[src/rtl/timer_irq_ctrl.sv]
// timer_irq_ctrl
// Sits between the CPU memory-mapped I/O port and the shared device bus.
// It polls the timer control register (TCTL) and raises irq when the READY
// bit is set. Once the CPU acknowledges, it clears TCTL by writing 0. Each
// device-bus cycle is arbitrated between the CPU and the controller's own
// poll and clear accesses, with a starvation guard for the controller. One
// local status register (ISTAT) is served without touching the device bus.
//
// Optional build macro: TIMER_IRQ_CTRL_AUTO_ACK_EN
//   When defined, a ready poll goes straight to CLEAR and irq becomes a
//   one-cycle pulse. irq_ack is ignored and WAIT_ACK is never entered.
//
// Handshake: cpu_req is held with stable address and data until a cycle in
// which cpu_ack=1. That cycle completes the access; read data is valid on
// cpu_dbus_out only in that cycle. A CPU access that loses arbitration sees
// cpu_ack=0 and simply retries the next cycle.
//
// Ports:
//   clk, rst        clock, synchronous active-high reset
//   cpu_req         CPU access request, held until cpu_ack
//   cpu_abus        CPU address
//   cpu_wren        CPU write enable
//   cpu_dbus_in     CPU write data
//   cpu_dbus_out    CPU read data (cpu_ack cycle only, else 0)
//   cpu_ack         CPU access completes this cycle (combinational)
//   dev_abus        device-bus address
//   dev_wren        device-bus write enable
//   dev_dbus_out    device-bus write data
//   dev_dbus_in     device-bus read data (combinational from devices)
//   irq             interrupt to CPU (registered)
//   irq_ack         CPU interrupt acknowledge, single-cycle pulse
//   dbg_state       current FSM state (0 IDLE, 1 POLL, 2 WAIT_ACK, 3 CLEAR)
module timer_irq_ctrl #(
  parameter logic [31:0] TCTL_ADDR   = 32'hF0000120,
  parameter logic [31:0] ISTAT_ADDR  = 32'hF0000140,
  parameter int          READY       = 0,
  parameter int          OVERRUN     = 2,
  parameter logic [31:0] POLL_PERIOD = 32'd8,
  parameter logic [7:0]  STARVE_LIM  = 8'd4
) (
  input  logic        clk,
  input  logic        rst,
  input  logic        cpu_req,
  input  logic [31:0] cpu_abus,
  input  logic        cpu_wren,
  input  logic [31:0] cpu_dbus_in,
  output logic [31:0] cpu_dbus_out,
  output logic        cpu_ack,
  output logic [31:0] dev_abus,
  output logic        dev_wren,
  output logic [31:0] dev_dbus_out,
  input  logic [31:0] dev_dbus_in,
  output logic        irq,
  input  logic        irq_ack,
  output logic [1:0]  dbg_state
);

  typedef enum logic [1:0] {
    S_IDLE     = 2'd0,
    S_POLL     = 2'd1,
    S_WAIT_ACK = 2'd2,
    S_CLEAR    = 2'd3
  } state_e;

  state_e      state_q, state_d;
  logic        irq_q, irq_d;
  logic        ovr_q, ovr_d;
  logic [31:0] poll_cnt_q, poll_cnt_d;
  logic [7:0]  wait_cnt_q, wait_cnt_d;

  logic ctl_req;
  logic cpu_local;
  logic cpu_win;
  logic ctl_grant;
  logic poll_hit;

  // Arbitration. ISTAT accesses never touch the device bus, so they do not
  // compete with the controller. Everything is forced idle while rst is high
  // so no device write can escape in the reset cycle.
  always_comb begin
    ctl_req   = !rst && (state_q == S_POLL || state_q == S_CLEAR);
    cpu_local = !rst && cpu_req && (cpu_abus == ISTAT_ADDR);
    cpu_win   = !rst && cpu_req && !cpu_local && (wait_cnt_q < STARVE_LIM);
    ctl_grant = ctl_req && !cpu_win;
    poll_hit  = ctl_grant && (state_q == S_POLL) && dev_dbus_in[READY];
  end

  // Device-bus mux and CPU-facing outputs.
  always_comb begin
    cpu_ack      = cpu_local || cpu_win;
    cpu_dbus_out = '0;
    dev_abus     = '0;
    dev_wren     = 1'b0;
    dev_dbus_out = '0;
    if (cpu_win) begin
      dev_abus     = cpu_abus;
      dev_wren     = cpu_wren;
      dev_dbus_out = cpu_dbus_in;
    end else if (ctl_grant) begin
      dev_abus     = TCTL_ADDR;
      dev_wren     = (state_q == S_CLEAR);
      dev_dbus_out = '0;
    end
    if (cpu_ack && !cpu_wren) begin
      cpu_dbus_out = cpu_local ? {30'b0, ovr_q, irq_q} : dev_dbus_in;
    end
  end

  // Next-state logic.
  always_comb begin
    state_d    = state_q;
    irq_d      = irq_q;
    ovr_d      = ovr_q;
    poll_cnt_d = '0;
    wait_cnt_d = wait_cnt_q;

    if (ctl_grant) begin
      wait_cnt_d = '0;
    end else if (ctl_req) begin
      wait_cnt_d = wait_cnt_q + 8'd1;
    end

    // Clear first so that a same-cycle overrun set takes priority.
    if (cpu_local && cpu_wren && (cpu_dbus_in == '0)) begin
      ovr_d = 1'b0;
    end

    case (state_q)
      S_IDLE: begin
        if (poll_cnt_q == POLL_PERIOD - 32'd1) begin
          state_d = S_POLL;
        end else begin
          poll_cnt_d = poll_cnt_q + 32'd1;
        end
      end
      S_POLL: begin
        if (ctl_grant) begin
          if (dev_dbus_in[READY]) begin
            irq_d = 1'b1;
            if (dev_dbus_in[OVERRUN]) begin
              ovr_d = 1'b1;
            end
`ifdef TIMER_IRQ_CTRL_AUTO_ACK_EN
            state_d = S_CLEAR;
`else
            state_d = S_WAIT_ACK;
`endif
          end else begin
            state_d = S_IDLE;
          end
        end
      end
      S_WAIT_ACK: begin
        if (irq_ack) begin
          state_d = S_CLEAR;
        end
      end
      S_CLEAR: begin
        if (ctl_grant) begin
          irq_d   = 1'b0;
          state_d = S_IDLE;
        end
      end
      default: state_d = S_IDLE;
    endcase

`ifdef TIMER_IRQ_CTRL_AUTO_ACK_EN
    // irq is only a pulse on the cycle after detection.
    irq_d = poll_hit;
`endif
  end

  always_ff @(posedge clk) begin
    if (rst) begin
      state_q    <= S_IDLE;
      irq_q      <= 1'b0;
      ovr_q      <= 1'b0;
      poll_cnt_q <= '0;
      wait_cnt_q <= '0;
    end else begin
      state_q    <= state_d;
      irq_q      <= irq_d;
      ovr_q      <= ovr_d;
      poll_cnt_q <= poll_cnt_d;
      wait_cnt_q <= wait_cnt_d;
    end
  end

  assign irq       = irq_q;
  assign dbg_state = state_q;

endmodule

[config.mk]
export PLATFORM = sky130hd
export DESIGN_NAME = timer_irq_ctrl
export DESIGN_NICKNAME = d
export VERILOG_FILES = /design/src/rtl/timer_irq_ctrl.sv
export SDC_FILE = /design/constraint.sdc
export NUM_CORES = 1
export LEC_CHECK = 0
export CAP_MARGIN = 10
export CORE_MARGIN = 3
export CORE_UTILIZATION = 39
export DETAILED_ROUTE_END_ITERATION = 7
export PLACE_DENSITY = 0.91
export REMOVE_ABC_BUFFERS = 1
export SYNTH_ARGS = -nofsm -noshare
export SYNTH_HDL_FRONTEND = slang
export SYNTH_SLANG_ARGS = --single-unit
[constraint.sdc]
create_clock -name clk -period 3.9 [get_ports clk]
set_clock_uncertainty 0.15 [all_clocks]
set_input_delay 0.585 -clock clk [delete_from_list [all_inputs] [get_ports clk]]
set_output_delay 0.585 -clock clk [all_outputs]
set_load 0.05 [all_outputs]
==> insert_results.sql <==
INSERT INTO impl_metrics (metric_group, metric, value, unit) VALUES
('floorplan', 'die_height', '92.3', 'µm'),
('critical_path', 'sort_of_element_at_the_end_of_the_critical_path', 'output pin', ''),
('cells_and_area', 'numnets_final', '654', ''),
('cells_and_area', 'multi_input_gate_area', '1890', 'µm²'),
('yosys', 'proportion_of_register_bits_with_asynchronous_set_or_reset_after_synthesis', '0', '%'),
('pwr', 'vdd_ir_drop_max', '0.000265', 'V'),
('clock_tree', 'cts_root_buf', 'clkbuf_8', ''),
('yosys', 'yosysWarningCount', '0', ''),
('cells_and_area', 'register_area', '881', 'µm²'),
('yosys', 'postSynthAreaPerCell', '8.07', 'µm²'),
('floorplan', 'die_area', '8520', 'µm²'),
('cells_and_area', 'layout-drive-gt1-share', '22.6', '%'),
('critical_path', 'r2r.worst_path.cells', '5', ''),
('cells_and_area', 'syn_to_final_growth', '107', '%'),
('clock_tree', 'numCtsBuffers', '5', ''),
('clock_tree', 'ctsLongestPathBuffers', '2', ''),
('timing', 'grt_setup_unrepaired', 'no', ''),
('timing', 'worst_slew_pin_slew', '1.07', 'ns'),
('clock_tree', 'cts_hold_repair.buffers', '0', ''),
('cells_and_area', 'postLayoutCellArea', '6020', 'µm²'),
('clock_tree', 'cts.repair_timing.setup_buffer_count', '0', ''),
('routing', 'drt.antenna.violating_nets', '0', ''),
('timing', 'setup_tns', '0', 'ns'),
('critical_path', 'cp_max_fo', '38', ''),
('place', 'io_buffers', '201', ''),
('global_routing', 'grt_overflow', '0', ''),
('min_path', 'holdCritPathClass', 'reg -> reg', ''),
('critical_path', 'critical_path_arrival', '3.06', 'ns'),
('global_routing', 'antenna_violations_before_repair', '0', ''),
('clock_tree', 'cts.sink_count', '44', ''),
('pwr', 'power_per_cell_area', '207', 'nW/µm²'),
('timing', 'timing.final.hold_violations', '0', ''),
('routing', 'drt_iter0_drc', '270', ''),
('global_routing', 'grt_first_pass_wirelength', '22100', 'µm'),
('yosys', 'synth_flop_cell', 'dfxtp_1', ''),
('job', 'drv.max_cap_violation_count', '0', ''),
('global_routing', 'grt_max_degree', '41', ''),
('yosys', 'sequential_to_total_area_share_from_yosys_stat', '30.3', '%'),
('floorplan', 'fp-row-count', '30', ''),
('floorplan', 'initial_core_util', '41.4', '%'),
('floorplan', 'die_width', '92.3', 'µm'),
('critical_path', 'cp_cell_sequence', 'clkdlybuf4s50_1 > nor4_1 > nand4_1 > o2111a_2 > buf_4 > nor3_4 > a21o_1 > buf_12', ''),
('global_routing', 'grt_pass1_vias', '3638', ''),
('cells_and_area', 'antenna_cells_inserted', '0', ''),
('critical_path', 'timing.setup.critical_path_class', 'in -> out', ''),
('min_path', 'hold_depth', '1', ''),
('yosys', 'synth_edf_count', '0', ''),
('critical_path', 'crit_path_top_delay_cell', 'clkdlybuf4s50_1', ''),
('clock_tree', 'ctsResizeCount', '0', ''),
('timing', 'report.final.setup_viol', '0', ''),
('floorplan', 'floorplan.core_area', '7020', 'µm²'),
('yosys', 'syn-instance-count', '360', ''),
('place', 'place.detailed.instances', '640', ''),
('clock_tree', 'clkLatencyLatePin', '0.30', 'ns'),
('routing', 'routed_wl', '15300', 'µm'),
('routing', 'drt-wirelength-per-cell', '23.6', 'µm'),
('place', 'post-dp-hpwl', '12900', 'µm'),
('yosys', 'cell_area_after_synthesis', '2900', 'µm²'),
('clock_tree', 'clk_pin_slew_worst_paths', '0.08', 'ns'),
('routing', 'detail_route.vias_per_cell', '5.54', ''),
('floorplan', 'io_pins', '202', ''),
('pwr', 'p_leak', '2.37', 'nW'),
('critical_path', 'cp.required', '3.16', 'ns'),
('yosys', 'yosys.cell_types.count', '46', ''),
('place', 'globalplace.congestion', '0.974', ''),
('status', 'run_status', 'complete, no violations', ''),
('clock_tree', 'cts-htree-levels', '2', ''),
('timing', 'fmax', '264', 'MHz'),
('yosys', 'ys_seq_elements', '44', ''),
('timing', 'timing.final.max_slew_violations', '0', ''),
('global_routing', 'track_usage', '34.6', '%'),
('timing', 'relSlewSlack', '28.5', '%'),
('cells_and_area', 'num-fill-cells', '335', ''),
('routing', 'dr_total_vias', '3590', ''),
('timing', 'period_share', '97.2', '%'),
('clock_tree', 'tritoncts', 'built', ''),
('place', 'dpl-instance-area', '5920', 'µm²'),
('routing', 'firstDrtPassIters', '5', ''),
('routing', 'route.detailed.drc', '0', ''),
('cells_and_area', 'final_cells', '648', ''),
('timing', 'fin_crit', '3.79', 'ns'),
('critical_path', 'critical-path-max-stage-delay', '0.45', 'ns'),
('critical_path', 'crit_path_start_kind', 'input port', '');
[power breakdown]
group	leakage [nW]	switching, mW	internal, mW	total [mW]
Clock	0.0404	0.161	0.127	0.287
Sequential	0.355	0.00379	0.452	0.456
Combinational	1.97	0.250	0.251	0.501
[worst paths after layout]
check	slack, ns	start	endpoint
worst min-delay path	0.32	poll_cnt_q[0]	poll_cnt_q[0]
worst max register to register	1.33	poll_cnt_q[27]	poll_cnt_q[20]
worst min register to register	0.32	poll_cnt_q[0]	poll_cnt_q[0]
worst max-delay path	0.11	cpu_abus[17]	dev_abus[31]
[state kept, by name, indices dropped and copies added, names as in the netlist, named ones only]
| register | flops |
|---|---|
| poll_cnt_q | 32 |
| wait_cnt_q | 8 |
| dbg_state | 1 |
| irq | 1 |
| ovr_q | 1 |
[kinds of logic (layout without fill, tap and decap cells)]
logic type      Yosys count  count (layout)  synth area share [%]
buf+inv                  24             216                  4.52
compound gates           23              23                  5.77
flops                    44              44                  30.3
simple gates            236             236                  49.2
fa+ha+maj                 2               2                 0.862
xor+xnor                 31              31                  9.35
[critical path: cells and delay by family]
| family | cells | cell delay [ns] |
|---|---|---|
| AOI/OAI and AO/OA | 2 | 0.61 |
| buffers and inverters | 3 | 0.88 |
| and+or+nand+nor | 3 | 0.99 |
[final cells by class]
type                    instances  area share (%)
clock buffers                   5            1.14
repair buffers                204            50.1
multi-input cells             292            31.4
inverters                       4           0.250
well taps                      96            2.00
flip-flops and latches         44            14.6
clock inverters                 3           0.395
[through the flow]
step / setup slack [ns] / total power, mW / utilization (%) / hold slack (ns)
2_1_floorplan: -0.0341 / 0.649 / - / 0.268
3_3_place_gp: 0.366 / 0.954 / 84.4 / 0.278
3_5_place_dp: 0.141 / 0.965 / 84.4 / 0.311
4_1_cts: 0.128 / 1.25 / 85.7 / 0.324
5_1_grt: 0.0155 / 1.27 / 85.7 / 0.363
6_report: 0.108 / 1.24 / 85.7 / 0.321
[cells in the mapped netlist (2+ instances only)]
library cell	count	area, µm²
a21o_1	6	45.0
a21oi_1	5	25.0
a22oi_1	2	15.0
and2_1	90	563
and3_1	8	50.1
and4_1	3	26.3
and4b_1	2	20.0
buf_2	6	30.0
buf_6	4	45.0
clkbuf_1	9	33.8
dfxtp_1	44	881
ha_1	2	25.0
inv_1	4	15.0
nand2_1	15	56.3
nand3_1	16	80.1
nand4_1	17	106
nor2_1	37	139
nor2_2	4	25.0
nor3_1	6	30.0
nor3_4	2	32.5
nor4_1	19	119
nor4b_2	3	45.0
o21ai_0	2	10.0
or3_1	2	12.5
or4_1	2	15.0
xnor2_1	8	70.1
xor2_1	23	201
[layer usage]
layer | wire, µm | global-route usage [%] | vias to the layer above
met5 | 0 | 0 | -
met2 | 7990 | 63.5 | 197
li1 | - | - | 1640
met4 | 872 | 17.3 | 0
met1 | 5090 | 35.2 | 1699
met3 | 1340 | 10.6 | 54
[cells in the final DEF (no fill, tap or decap), types with 3 or more instances in the layout]
| cell | synthesis | final |
|---|---|---|
| a21o_1 | 6 | 6 |
| a21oi_1 | 5 | 5 |
| and2_1 | 90 | 90 |
| and3_1 | 8 | 8 |
| and4_1 | 3 | 3 |
| buf_12 | 0 | 98 |
| buf_4 | 1 | 3 |
| clkbuf_8 | 0 | 5 |
| clkdlybuf4s50_1 | 0 | 103 |
| dfxtp_1 | 44 | 44 |
| inv_1 | 4 | 4 |
| nand2_1 | 15 | 15 |
| nand3_1 | 16 | 16 |
| nand4_1 | 17 | 17 |
| nor2_1 | 37 | 37 |
| nor2_2 | 4 | 4 |
| nor3_1 | 6 | 6 |
| nor4_1 | 19 | 19 |
| nor4b_2 | 3 | 3 |
| xnor2_1 | 8 | 8 |
| xor2_1 | 23 | 23 |
(Power assumes the default switching activity.)
